**config.mk**
```make
export PLATFORM = sky130hd
export DESIGN_NAME = apb_cfg_bridge_flat
export DESIGN_NICKNAME = d
export VERILOG_FILES = /design/src/rtl/apb_cfg_bridge_if.sv /design/src/rtl/apb_cfg_bridge.sv /design/src/flat_wrapper.sv
export SDC_FILE = /design/constraint.sdc
export NUM_CORES = 1
export LEC_CHECK = 0
export ABC_CLOCK_PERIOD_IN_PS = 3300
export CAP_MARGIN = 25
export CELL_PAD_IN_SITES_DETAIL_PLACEMENT = 1
export CELL_PAD_IN_SITES_GLOBAL_PLACEMENT = 2
export CORE_MARGIN = 5
export CORE_UTILIZATION = 35
export CTS_CLUSTER_SIZE = 28
export DETAILED_ROUTE_END_ITERATION = 12
export DONT_BUFFER_PORTS = 1
export PLACE_DENSITY_LB_ADDON = 0.1
export REMOVE_ABC_BUFFERS = 1
export SLEW_MARGIN = 20
export SYNTH_ARGS = -nofsm -noshare
export SYNTH_HDL_FRONTEND = slang
export SYNTH_SLANG_ARGS = --single-unit
```
**constraint.sdc**
```tcl
create_clock -name clk -period 3.3 [get_ports clk]
set_clock_uncertainty 0.05 [all_clocks]
set_input_delay 0.66 -clock clk [delete_from_list [all_inputs] [get_ports clk]]
set_output_delay 0.66 -clock clk [all_outputs]
set_load 0.01 [all_outputs]
```
**src/rtl/apb_cfg_bridge_if.sv**
```systemverilog
// ---------------------------------------------------------------------------
// apb_cfg_bridge_if
// Bundles the APB slave port and the register-bank block-enable port of the
// APB configuration bridge.
//   APB side : PSEL, PENABLE, PWRITE, PADDR, PWDATA -> bridge
//              PREADY, PRDATA, PSLVERR               <- bridge
//   Bank side: FRAC_DECI_EN, IIR_EN, CIC_EN, CTRL_EN, FIR_EN, RAM_PWRITE,
//              RAM_PENABLE, DATA_ADDR, DATA_IN       <- bridge
//              RAM_PREADY, RAM_PRDATA                -> bridge
// Modport slave is the bridge's view; master is the view of whatever drives
// the APB bus and models the bank.
// ---------------------------------------------------------------------------
interface apb_cfg_bridge_if #(
  parameter int ADDR_WIDTH = 7,
  parameter int DATA_WIDTH = 32
);
  logic                  PSEL;
  logic                  PENABLE;
  logic                  PWRITE;
  logic [ADDR_WIDTH-1:0] PADDR;
  logic [DATA_WIDTH-1:0] PWDATA;
  logic                  PREADY;
  logic [DATA_WIDTH-1:0] PRDATA;
  logic                  PSLVERR;

  logic                  FRAC_DECI_EN;
  logic                  IIR_EN;
  logic                  CIC_EN;
  logic                  CTRL_EN;
  logic                  FIR_EN;
  logic                  RAM_PWRITE;
  logic                  RAM_PENABLE;
  logic [ADDR_WIDTH-1:0] DATA_ADDR;
  logic [DATA_WIDTH-1:0] DATA_IN;
  logic                  RAM_PREADY;
  logic [DATA_WIDTH-1:0] RAM_PRDATA;

  modport slave (
    input  PSEL, PENABLE, PWRITE, PADDR, PWDATA, RAM_PREADY, RAM_PRDATA,
    output PREADY, PRDATA, PSLVERR,
    output FRAC_DECI_EN, IIR_EN, CIC_EN, CTRL_EN, FIR_EN,
    output RAM_PWRITE, RAM_PENABLE, DATA_ADDR, DATA_IN
  );

  modport master (
    output PSEL, PENABLE, PWRITE, PADDR, PWDATA, RAM_PREADY, RAM_PRDATA,
    input  PREADY, PRDATA, PSLVERR,
    input  FRAC_DECI_EN, IIR_EN, CIC_EN, CTRL_EN, FIR_EN,
    input  RAM_PWRITE, RAM_PENABLE, DATA_ADDR, DATA_IN
  );
endinterface

```
**src/rtl/apb_cfg_bridge.sv**
```systemverilog
// ---------------------------------------------------------------------------
// apb_cfg_bridge
// APB slave front-end for the coefficient/control register bank. Decodes the
// APB address into one of five one-hot bank enables, runs the bank's
// two-phase access (enable, then a one-cycle RAM_PENABLE commit for writes),
// and returns read data / error on the APB side.
//
// Ports
//   clk, rst   : clock, asynchronous active-high reset
//   bus        : apb_cfg_bridge_if.slave (APB slave + bank master signals)
//   state_dbg  : current FSM state (0 IDLE, 1 REQ, 2 WR, 3 RESP)
//
// Handshake: an APB transfer is a setup cycle (PSEL & !PENABLE) followed by
// access cycles (PSEL & PENABLE) that end on the cycle PREADY=1; PSLVERR and
// PRDATA are only meaningful in that cycle. On the bank side an enable is held
// until the bank answers with RAM_PREADY for one cycle; RAM_PRDATA is valid
// only in that cycle.
// ---------------------------------------------------------------------------
module apb_cfg_bridge #(
  parameter int ADDR_WIDTH = 7,
  parameter int DATA_WIDTH = 32,
  parameter int TAPS       = 72,
  parameter int NUM_DENUM  = 5,
  parameter int TIMEOUT    = 8
) (
  input  logic             clk,
  input  logic             rst,
  apb_cfg_bridge_if.slave  bus,
  output logic [1:0]       state_dbg
);

  typedef enum logic [1:0] {
    S_IDLE = 2'd0,
    S_REQ  = 2'd1,
    S_WR   = 2'd2,
    S_RESP = 2'd3
  } state_t;

  // One-hot enable vector bit positions.
  localparam int EN_FRAC = 0;
  localparam int EN_IIR  = 1;
  localparam int EN_CIC  = 2;
  localparam int EN_CTRL = 3;
  localparam int EN_FIR  = 4;

  localparam logic [31:0] TAPS_L = 32'(TAPS);
  localparam logic [31:0] B_L    = 32'(TAPS + NUM_DENUM);

  localparam int CNT_W = $clog2(TIMEOUT + 1);
  localparam logic [CNT_W-1:0] CNT_LAST = CNT_W'(TIMEOUT - 1);

  state_t                state_q, state_d;
  logic [ADDR_WIDTH-1:0] addr_q;
  logic [DATA_WIDTH-1:0] wdata_q;
  logic [DATA_WIDTH-1:0] rdata_q;
  logic                  write_q;
  logic [4:0]            en_q;
  logic                  err_q;
  logic                  hold_q;
  logic [CNT_W-1:0]      cnt_q;

  logic [4:0]            dec_en;
  logic [31:0]           dec_a;
  logic                  setup;
  logic                  timed_out;

  assign setup     = bus.PSEL & ~bus.PENABLE;
  assign timed_out = (cnt_q == CNT_LAST) & ~bus.RAM_PREADY;

  // Address decode; all-zero result means the address is not mapped.
  always_comb begin
    dec_en = '0;
    dec_a  = 32'(bus.PADDR);
    if (dec_a < TAPS_L)               dec_en[EN_FRAC] = 1'b1;
    else if (dec_a < B_L)             dec_en[EN_IIR]  = 1'b1;
    else if (dec_a == B_L)            dec_en[EN_CIC]  = 1'b1;
    else if (dec_a <= B_L + 32'd6)    dec_en[EN_CTRL] = 1'b1;
    else if (dec_a <= B_L + 32'd8)    dec_en[EN_FRAC] = 1'b1;
    else if (dec_a <= B_L + 32'd14)   dec_en[EN_IIR]  = 1'b1;
    else if (dec_a <= B_L + 32'd16)   dec_en[EN_CIC]  = 1'b1;
    else if (dec_a <= B_L + 32'd18)   dec_en[EN_FIR]  = 1'b1;
  end

  // State register.
  always_ff @(posedge clk or posedge rst) begin
    if (rst) state_q <= S_IDLE;
    else     state_q <= state_d;
  end

  // Next-state logic. Dropping PSEL abandons the transfer from REQ/RESP;
  // WR always finishes so a commit is never cut in half.
  always_comb begin
    state_d = state_q;
    case (state_q)
      S_IDLE: begin
        if (setup) state_d = (dec_en != '0) ? S_REQ : S_RESP;
      end
      S_REQ: begin
        if (!bus.PSEL)             state_d = S_IDLE;
        else if (bus.RAM_PREADY)   state_d = write_q ? S_WR : S_RESP;
        else if (timed_out)        state_d = S_RESP;
      end
      S_WR: state_d = S_RESP;
      S_RESP: begin
        if (!bus.PSEL)                                 state_d = S_IDLE;
        else if (bus.PENABLE && !hold_q)               state_d = S_IDLE;
      end
      default: state_d = S_IDLE;
    endcase
  end

  // Transfer registers: latched at setup, read data at bank ready, wait count.
  always_ff @(posedge clk or posedge rst) begin
    if (rst) begin
      addr_q  <= '0;
      wdata_q <= '0;
      rdata_q <= '0;
      write_q <= 1'b0;
      en_q    <= '0;
      err_q   <= 1'b0;
      hold_q  <= 1'b0;
      cnt_q   <= '0;
    end else begin
      // hold_q is a single-cycle marker; only the decode-error path sets it.
      hold_q <= 1'b0;
      if (state_q == S_IDLE && setup) begin
        addr_q  <= bus.PADDR;
        wdata_q <= bus.PWDATA;
        write_q <= bus.PWRITE;
        en_q    <= dec_en;
        err_q   <= (dec_en == '0);
        // Unmapped addresses answer one cycle into RESP so the error
        // response lands at a fixed point, two cycles after setup.
        hold_q  <= (dec_en == '0);
        rdata_q <= '0;
        cnt_q   <= '0;
      end else if (state_q == S_REQ && bus.PSEL) begin
        if (bus.RAM_PREADY) begin
          // The bank clears RAM_PRDATA after its ready cycle.
          if (!write_q) rdata_q <= bus.RAM_PRDATA;
        end else begin
          cnt_q <= cnt_q + CNT_W'(1);
          if (timed_out) err_q <= 1'b1;
        end
      end
    end
  end

  // Outputs, decoded from the current state only.
  logic                  bank_act;
  logic                  pready;
  logic [4:0]            en_out;

  always_comb begin
    bank_act = (state_q == S_REQ) || (state_q == S_WR);
    pready   = (state_q == S_RESP) & bus.PSEL & bus.PENABLE & ~hold_q;
    en_out   = bank_act ? en_q : 5'b0;
  end

  assign bus.PREADY       = pready;
  assign bus.PSLVERR      = pready & err_q;
  assign bus.PRDATA       = (pready && !err_q && !write_q) ? rdata_q : '0;
  assign bus.FRAC_DECI_EN = en_out[EN_FRAC];
  assign bus.IIR_EN       = en_out[EN_IIR];
  assign bus.CIC_EN       = en_out[EN_CIC];
  assign bus.CTRL_EN      = en_out[EN_CTRL];
  assign bus.FIR_EN       = en_out[EN_FIR];
  assign bus.RAM_PWRITE   = bank_act & write_q;
  // WR is only reachable for writes, so RAM_PWRITE is high whenever this is.
  assign bus.RAM_PENABLE  = (state_q == S_WR);
  assign bus.DATA_ADDR    = bank_act ? addr_q : '0;
  assign bus.DATA_IN      = bank_act ? wdata_q : '0;
  assign state_dbg        = state_q;

endmodule

```
**src/flat_wrapper.sv**
```systemverilog
// flat-port wrapper written by rule: the top's interface ports become plain ports
module apb_cfg_bridge_flat 
#(
  parameter int ADDR_WIDTH = 7,
  parameter int DATA_WIDTH = 32,
  parameter int TAPS       = 72,
  parameter int NUM_DENUM  = 5,
  parameter int TIMEOUT    = 8
)
  (clk, rst, state_dbg, bus_PSEL, bus_PENABLE, bus_PWRITE, bus_PADDR, bus_PWDATA, bus_RAM_PREADY, bus_RAM_PRDATA, bus_PREADY, bus_PRDATA, bus_PSLVERR, bus_FRAC_DECI_EN, bus_IIR_EN, bus_CIC_EN, bus_CTRL_EN, bus_FIR_EN, bus_RAM_PWRITE, bus_RAM_PENABLE, bus_DATA_ADDR, bus_DATA_IN);
  apb_cfg_bridge_if #(.ADDR_WIDTH(ADDR_WIDTH), .DATA_WIDTH(DATA_WIDTH)) bus_i ();
  input  logic clk;
  input  logic rst;
  output logic [1:0] state_dbg;
  input wire logic [$bits(bus_i.PSEL)-1:0] bus_PSEL;
  input wire logic [$bits(bus_i.PENABLE)-1:0] bus_PENABLE;
  input wire logic [$bits(bus_i.PWRITE)-1:0] bus_PWRITE;
  input wire logic [$bits(bus_i.PADDR)-1:0] bus_PADDR;
  input wire logic [$bits(bus_i.PWDATA)-1:0] bus_PWDATA;
  input wire logic [$bits(bus_i.RAM_PREADY)-1:0] bus_RAM_PREADY;
  input wire logic [$bits(bus_i.RAM_PRDATA)-1:0] bus_RAM_PRDATA;
  output wire logic [$bits(bus_i.PREADY)-1:0] bus_PREADY;
  output wire logic [$bits(bus_i.PRDATA)-1:0] bus_PRDATA;
  output wire logic [$bits(bus_i.PSLVERR)-1:0] bus_PSLVERR;
  output wire logic [$bits(bus_i.FRAC_DECI_EN)-1:0] bus_FRAC_DECI_EN;
  output wire logic [$bits(bus_i.IIR_EN)-1:0] bus_IIR_EN;
  output wire logic [$bits(bus_i.CIC_EN)-1:0] bus_CIC_EN;
  output wire logic [$bits(bus_i.CTRL_EN)-1:0] bus_CTRL_EN;
  output wire logic [$bits(bus_i.FIR_EN)-1:0] bus_FIR_EN;
  output wire logic [$bits(bus_i.RAM_PWRITE)-1:0] bus_RAM_PWRITE;
  output wire logic [$bits(bus_i.RAM_PENABLE)-1:0] bus_RAM_PENABLE;
  output wire logic [$bits(bus_i.DATA_ADDR)-1:0] bus_DATA_ADDR;
  output wire logic [$bits(bus_i.DATA_IN)-1:0] bus_DATA_IN;
  assign bus_i.PSEL = bus_PSEL;
  assign bus_i.PENABLE = bus_PENABLE;
  assign bus_i.PWRITE = bus_PWRITE;
  assign bus_i.PADDR = bus_PADDR;
  assign bus_i.PWDATA = bus_PWDATA;
  assign bus_i.RAM_PREADY = bus_RAM_PREADY;
  assign bus_i.RAM_PRDATA = bus_RAM_PRDATA;
  assign bus_PREADY = bus_i.PREADY;
  assign bus_PRDATA = bus_i.PRDATA;
  assign bus_PSLVERR = bus_i.PSLVERR;
  assign bus_FRAC_DECI_EN = bus_i.FRAC_DECI_EN;
  assign bus_IIR_EN = bus_i.IIR_EN;
  assign bus_CIC_EN = bus_i.CIC_EN;
  assign bus_CTRL_EN = bus_i.CTRL_EN;
  assign bus_FIR_EN = bus_i.FIR_EN;
  assign bus_RAM_PWRITE = bus_i.RAM_PWRITE;
  assign bus_RAM_PENABLE = bus_i.RAM_PENABLE;
  assign bus_DATA_ADDR = bus_i.DATA_ADDR;
  assign bus_DATA_IN = bus_i.DATA_IN;
  apb_cfg_bridge #(.ADDR_WIDTH(ADDR_WIDTH), .DATA_WIDTH(DATA_WIDTH), .TAPS(TAPS), .NUM_DENUM(NUM_DENUM), .TIMEOUT(TIMEOUT)) u_core (.clk(clk), .rst(rst), .bus(bus_i), .state_dbg(state_dbg));
endmodule
```
Yosys cells after proc, flatten, opt, wreduce, memory -nomap -nowiden. Index checks and enable logic that the tools add are counted.

Register bits: 85.

Reductions and logical operators: 19. Equal/unequal tests: 10. Add/sub/neg operators: 1. Bitwise gates (word level): 10. Magnitude comparators: 7. Muxes and demuxes: 45.

Operator list (count): $mux W32 (6); $le A7 B7 Y1 const B (5); $mux W1 (20); $mux W2 (10); $mux W4 (4); $lt A7 B7 Y1 const B (2); $reduce_and A3 Y1 (3); $pmux W2 S4 (1); $and A1 B1 Y1 (7); $eq A7 B7 Y1 const B (1); $mux W7 (1); $mux W3 (2); $reduce_bool A2 Y1 (3); $logic_and A1 B1 Y1 (5); $logic_not A5 Y1 (1); $mux W5 (1); $reduce_bool A5 Y1 (1); $add A4 B1 Y4 const B (1); $eq A2 B2 Y1 const B (2); $eq A4 B3 Y1 const B (1); $ne A2 B1 Y1 const B (2); $ne A4 B3 Y1 const B (1); $logic_not A1 Y1 (3); $ne A3 B2 Y1 const B (1); 6 further kinds (8).

Longest topological paths before layout.
Depth after elaboration: 13. Depth in mapped cells: 9. Gate-level depth less buffers: 7.

Least setup slack after synthesis. OpenSTA, ideal clock, no wires.

Path kind: input to output. From: input port bus_PENABLE. To: output port bus_PRDATA[0]. Stages: 4. Arrival time: 1.574 ns. Data required time: 2.590 ns. Buffers on the path: 1. Path slack: 1.016 ns. Cell sequence: nand2b_1 > nor4_1 > clkbuf_1 > and2_1.

Longest elaborated chain between the ends: 5.

RTL lines: start, declared (RTL line flat_wrapper.sv:16) `input wire logic [$bits(bus_i.PENABLE)-1:0] bus_PENABLE;`; $and A1 B1 Y1 (2 in a row) (RTL line apb_cfg_bridge.sv:156) `pready = (state_q == S_RESP) & bus.PSEL & bus.PENABLE & ~hold_q;`; $logic_and A1 B1 Y1 (2 in a row) (RTL line apb_cfg_bridge.sv:162) `assign bus.PRDATA = (pready && !err_q && !write_q) ? rdata_q : '0;`; $mux W32 (RTL line apb_cfg_bridge.sv:162); end, declared (RTL line flat_wrapper.sv:23) `output wire logic [$bits(bus_i.PRDATA)-1:0] bus_PRDATA;`.

Every way passes these cells.

Worst setup path in the final report.
From: register u_core.state_q[1] (netlist: u_core.state_dbg[1]). To: output port bus_DATA_IN[28].

Longest elaborated chain between the ends: 3. Elaborated cells between the ends (all ways): 4.

RTL lines: start, declared (RTL line apb_cfg_bridge.sv:52) `state_t state_q, state_d;`; start signal, assigned (RTL line apb_cfg_bridge.sv:87) `else state_q <= state_d;`; $eq A2 B1 Y1 / $eq A2 B2 Y1 (equally long branches) (RTL line apb_cfg_bridge.sv:155) `bank_act = (state_q == S_REQ) || (state_q == S_WR);`; $logic_or A1 B1 Y1 * (RTL line apb_cfg_bridge.sv:155); $mux W32 * (RTL line apb_cfg_bridge.sv:172) `assign bus.DATA_IN = bank_act ? wdata_q : '0;`; end, declared (RTL line flat_wrapper.sv:33) `output wire logic [$bits(bus_i.DATA_IN)-1:0] bus_DATA_IN;`.

Every way passes the cells marked *; elsewhere a longest branch is shown, timed or not.

==> flow_metrics.tcl <==
set metrics [dict create \
    grt_max_degree 50 \
    hold_ws_ns 0.145 \
    synth_compound_area_frac 0.0883 \
    grt_pass1_vias 3431 \
    setup_viol 0 \
    hold_buffers 0 \
    synth_mux_area_frac 0 \
    mappedNetlistArea_mm2 0.00411 \
    p_switching_w 0.00154 \
    clk_path_buf_depth 2 \
    slew-limit-headroom 0.381 \
    slowest_delay_ns 0.46 \
    hold_path.class "in2async" \
    cts_buffers 9 \
    max_cap_violations 0 \
    synthTopCellsByCount "nand2_1 (192), dfrtp_1 (85), and2_1 (78), a21oi_1 (40), clkbuf_1 (23)" \
    worstPathMaxFanout 45 \
    synth-main-ff-cell "dfrtp_1" \
    grt_usage 0.161 \
    crit_slowest_cell "dfrtp_1" \
    p_leak_nw 2.15 \
    numPortBuffers 0 \
    root_buffer "clkbuf_16" \
    pwr-share-seq 0.433 \
    synthCells 488 \
    cts_resized 0 \
    post-place-cells 610 \
    num_vias 3204 \
    yosysWarningCount 0 \
    layout-drive-gt1-share 0.0663 \
    worstPathRequired_ns 2.59 \
    synth_xor_area_frac 0.00639 \
    fmax_mhz 392 \
    dr_wl_met3_um 925 \
    synthAdderAreaFrac 0.0152 \
    crit_family "flip-flops" \
    post-cts-setup-buffers 0 \
    start_kind "flop" \
    tightest_slew_ns 0.929 \
    ant_nets 0 \
    routed-wl-met2_um 5170 \
    n_antenna_cell 0 \
    yosys.area_share.simple 0.341 \
    drt_iter0_drc 192 \
    cts_sinks 85 \
    synth-seq-area-share 0.518 \
    synth_top_family_by_area "simple AND/OR/NAND/NOR gates" \
    routed_wl_um 11100 \
    route.detailed.drc 0 \
    antenna_found_initial 0 \
    yosysTopAreaCell "dfrtp_1" \
    crit_type "reg2out" \
    p_comb_frac 0.335 \
    grt.overflow.total 0 \
    crit_buf_inv 2 \
    synth_edf_count 0 \
    hold_viol_final 0 \
    die_y_um 118 \
    end_kind "output pin" \
    dr.max_layer_used "met4" \
    fin_cells 626 \
    async_reset_ff_frac 1.00 \
    io_pins 159 \
    initial_core_util 0.358 \
    synth_area_leaders "dfrtp_1 (52%), nand2_1 (18%), and2_1 (12%)" \
    p_int_w 0.00253 \
    nFillCells 1344 \
    timing.final.crit_share 0.774 \
    drtPass1Iterations 4 \
    ys_ff_latch 85 \
    rsz0062_at_grt "no" \
    die_w_um 118 \
    switching_share 0.378 \
    core_region_area_mm2 0.0115 \
    synth_most_common_cell "nand2_1" \
    areaGrowthSynthToFinish_pct 10.7 \
    htree_levels 3 \
    grt_pass1_wl_um 18300 \
    met1_length_um 4850 \
    path_cells "inv_1, ha_1, buf_4, and2_1" \
    vias_per_cell 5.12 \
    arrival_ns 1.84 \
    hpwlAfterDp_um 7730 \
    syn_area_per_cell_um2 8.42 \
    yosysUniqueCellTypes 45 \
    avgRoutedWirePerCell_um 17.8 \
    slew_violations 0 \
    cellPowerDensity_mw_per_mm2 896 \
    clock_power_share 0.232 \
    dieArea_mm2 0.0140 \
    gp_congestion 0.763 \
    final_nets 560 \
    yosysTopAreaCellShare 0.518 \
    insertion_delay_ns 0.34 \
    cts_tree "built" \
    rows 39 \
    clk_pin_slew_ns 0.06 \
    ir_worst_vdd_mv 0.331 \
    status "finished, final reports clean" \
    period_minus_slack_ns 2.55 \
]
## cell type report
type,count,area (µm²),area share
clock buffer,15,268,0.0589
clock inverter,1,5.00,0.00110
inverter,5,20.0,0.00440
multi-input combinational,370,1870,0.412
sequential,85,2130,0.468
tap,143,179,0.0393
timing repair buffer,7,77.6,0.0171
## flip-flops by register name, indices dropped and copies added, names as in the netlist
register,cells
u_core.state_dbg,2
u_core.cnt_q,4
u_core.hold_q,1
u_core.err_q,1
u_core.write_q,1
u_core.en_q,5
u_core.rdata_q,32
u_core.wdata_q,32
u_core.addr_q,7
## cells by family (layout without fill, tap and decap cells)
| logic type | Yosys count | count (layout) |
|---|---|---|
| buffers and inverters | 33 | 28 |
| AOI/OAI and AO/OA | 62 | 62 |
| adders and majority gates | 5 | 5 |
| DFF | 85 | 85 |
| xor gates and xnor gates | 3 | 3 |
| and+or+nand+nor | 300 | 300 |
## metrics by stage
| stage | utilization | cell area [µm²] | setup TNS (ns) | total power [W] | worst slack [ns] |
|---|---|---|---|---|---|
| floorplan | - | 4000 | -19.77 | 0.00277 | -0.425 |
| CTS | 0.397 | 4550 | 0 | 0.00418 | 0.688 |
| global placement | 0.373 | 4280 | 0 | 0.00315 | 1.08 |
| detailed placement | 0.373 | 4280 | 0 | 0.00320 | 1.06 |
| global route | 0.397 | 4550 | 0 | 0.00444 | 0.610 |
| finish | 0.397 | 4550 | 0 | 0.00408 | 0.746 |
## cell usage in the layout (no fill, tap or decap), types with 2 or more instances in the layout
cell type,n
clkinv_2,2
or2_2,2
nor4_2,2
nand2b_1,3
nor2_1,8
nand3b_1,2
nand2_1,192
a21oi_1,40
ha_1,5
buf_4,5
o21ai_0,9
dfrtp_1,85
clkbuf_8,2
clkbuf_1,4
xor2_1,2
and2_1,78
inv_1,4
buf_12,2
clkbuf_16,9
## power by group through the flow
| stage | clock (W) | sequential (W) | combinational [W] |
|---|---|---|---|
| 6_report | 0.000946 | 0.00177 | 0.00136 |
| 5_1_grt | 0.00103 | 0.00183 | 0.00158 |
| 4_1_cts | 0.000982 | 0.00178 | 0.00142 |
| 3_5_place_dp | 0 | 0.00179 | 0.00141 |
| 3_3_place_gp | 0 | 0.00177 | 0.00138 |
| 2_1_floorplan | 0 | 0.00169 | 0.00108 |
## metal layers
metal | track usage | vias to the layer above
li1 | - | 1526
met1 | 0.200 | 1557
met4 | 0.0581 | 0
met2 | 0.259 | 109
met5 | 0 | -
met3 | 0.0568 | 12
## path summary, 6_finish.rpt
check | startpoint | end | slack [ns] | cells past startpoint
max | u_core.state_dbg[1]$_DFFE_PP0P_ | bus_DATA_IN[28] | 0.75 | 4
min | rst | u_core.rdata_q[16]$_DFFE_PP0P_ | 0.15 | 1
max reg2reg | u_core.state_dbg[1]$_DFFE_PP0P_ | u_core.err_q$_DFFE_PP0P_ | 1.08 | 6
min reg2reg | u_core.en_q[4]$_DFFE_PP0P_ | u_core.en_q[4]$_DFFE_PP0P_ | 0.42 | 2
max in group asynchronous | rst | u_core.wdata_q[21]$_DFFE_PP0P_ | 2.34 | 2
min in group clk | bus_PADDR[0] | u_core.addr_q[0]$_DFFE_PP0P_ | 0.38 | 2
## worst register-to-register path, stage by stage (launching register included)
cell and delay [ns]:
dfrtp_1 0.46, inv_1 0.14, ha_1 0.25, inv_1 0.11, nor2_4 0.62, buf_12 0.34
o21bai_1 0.13
No activity file was read; power rests on OpenSTA's default activity.
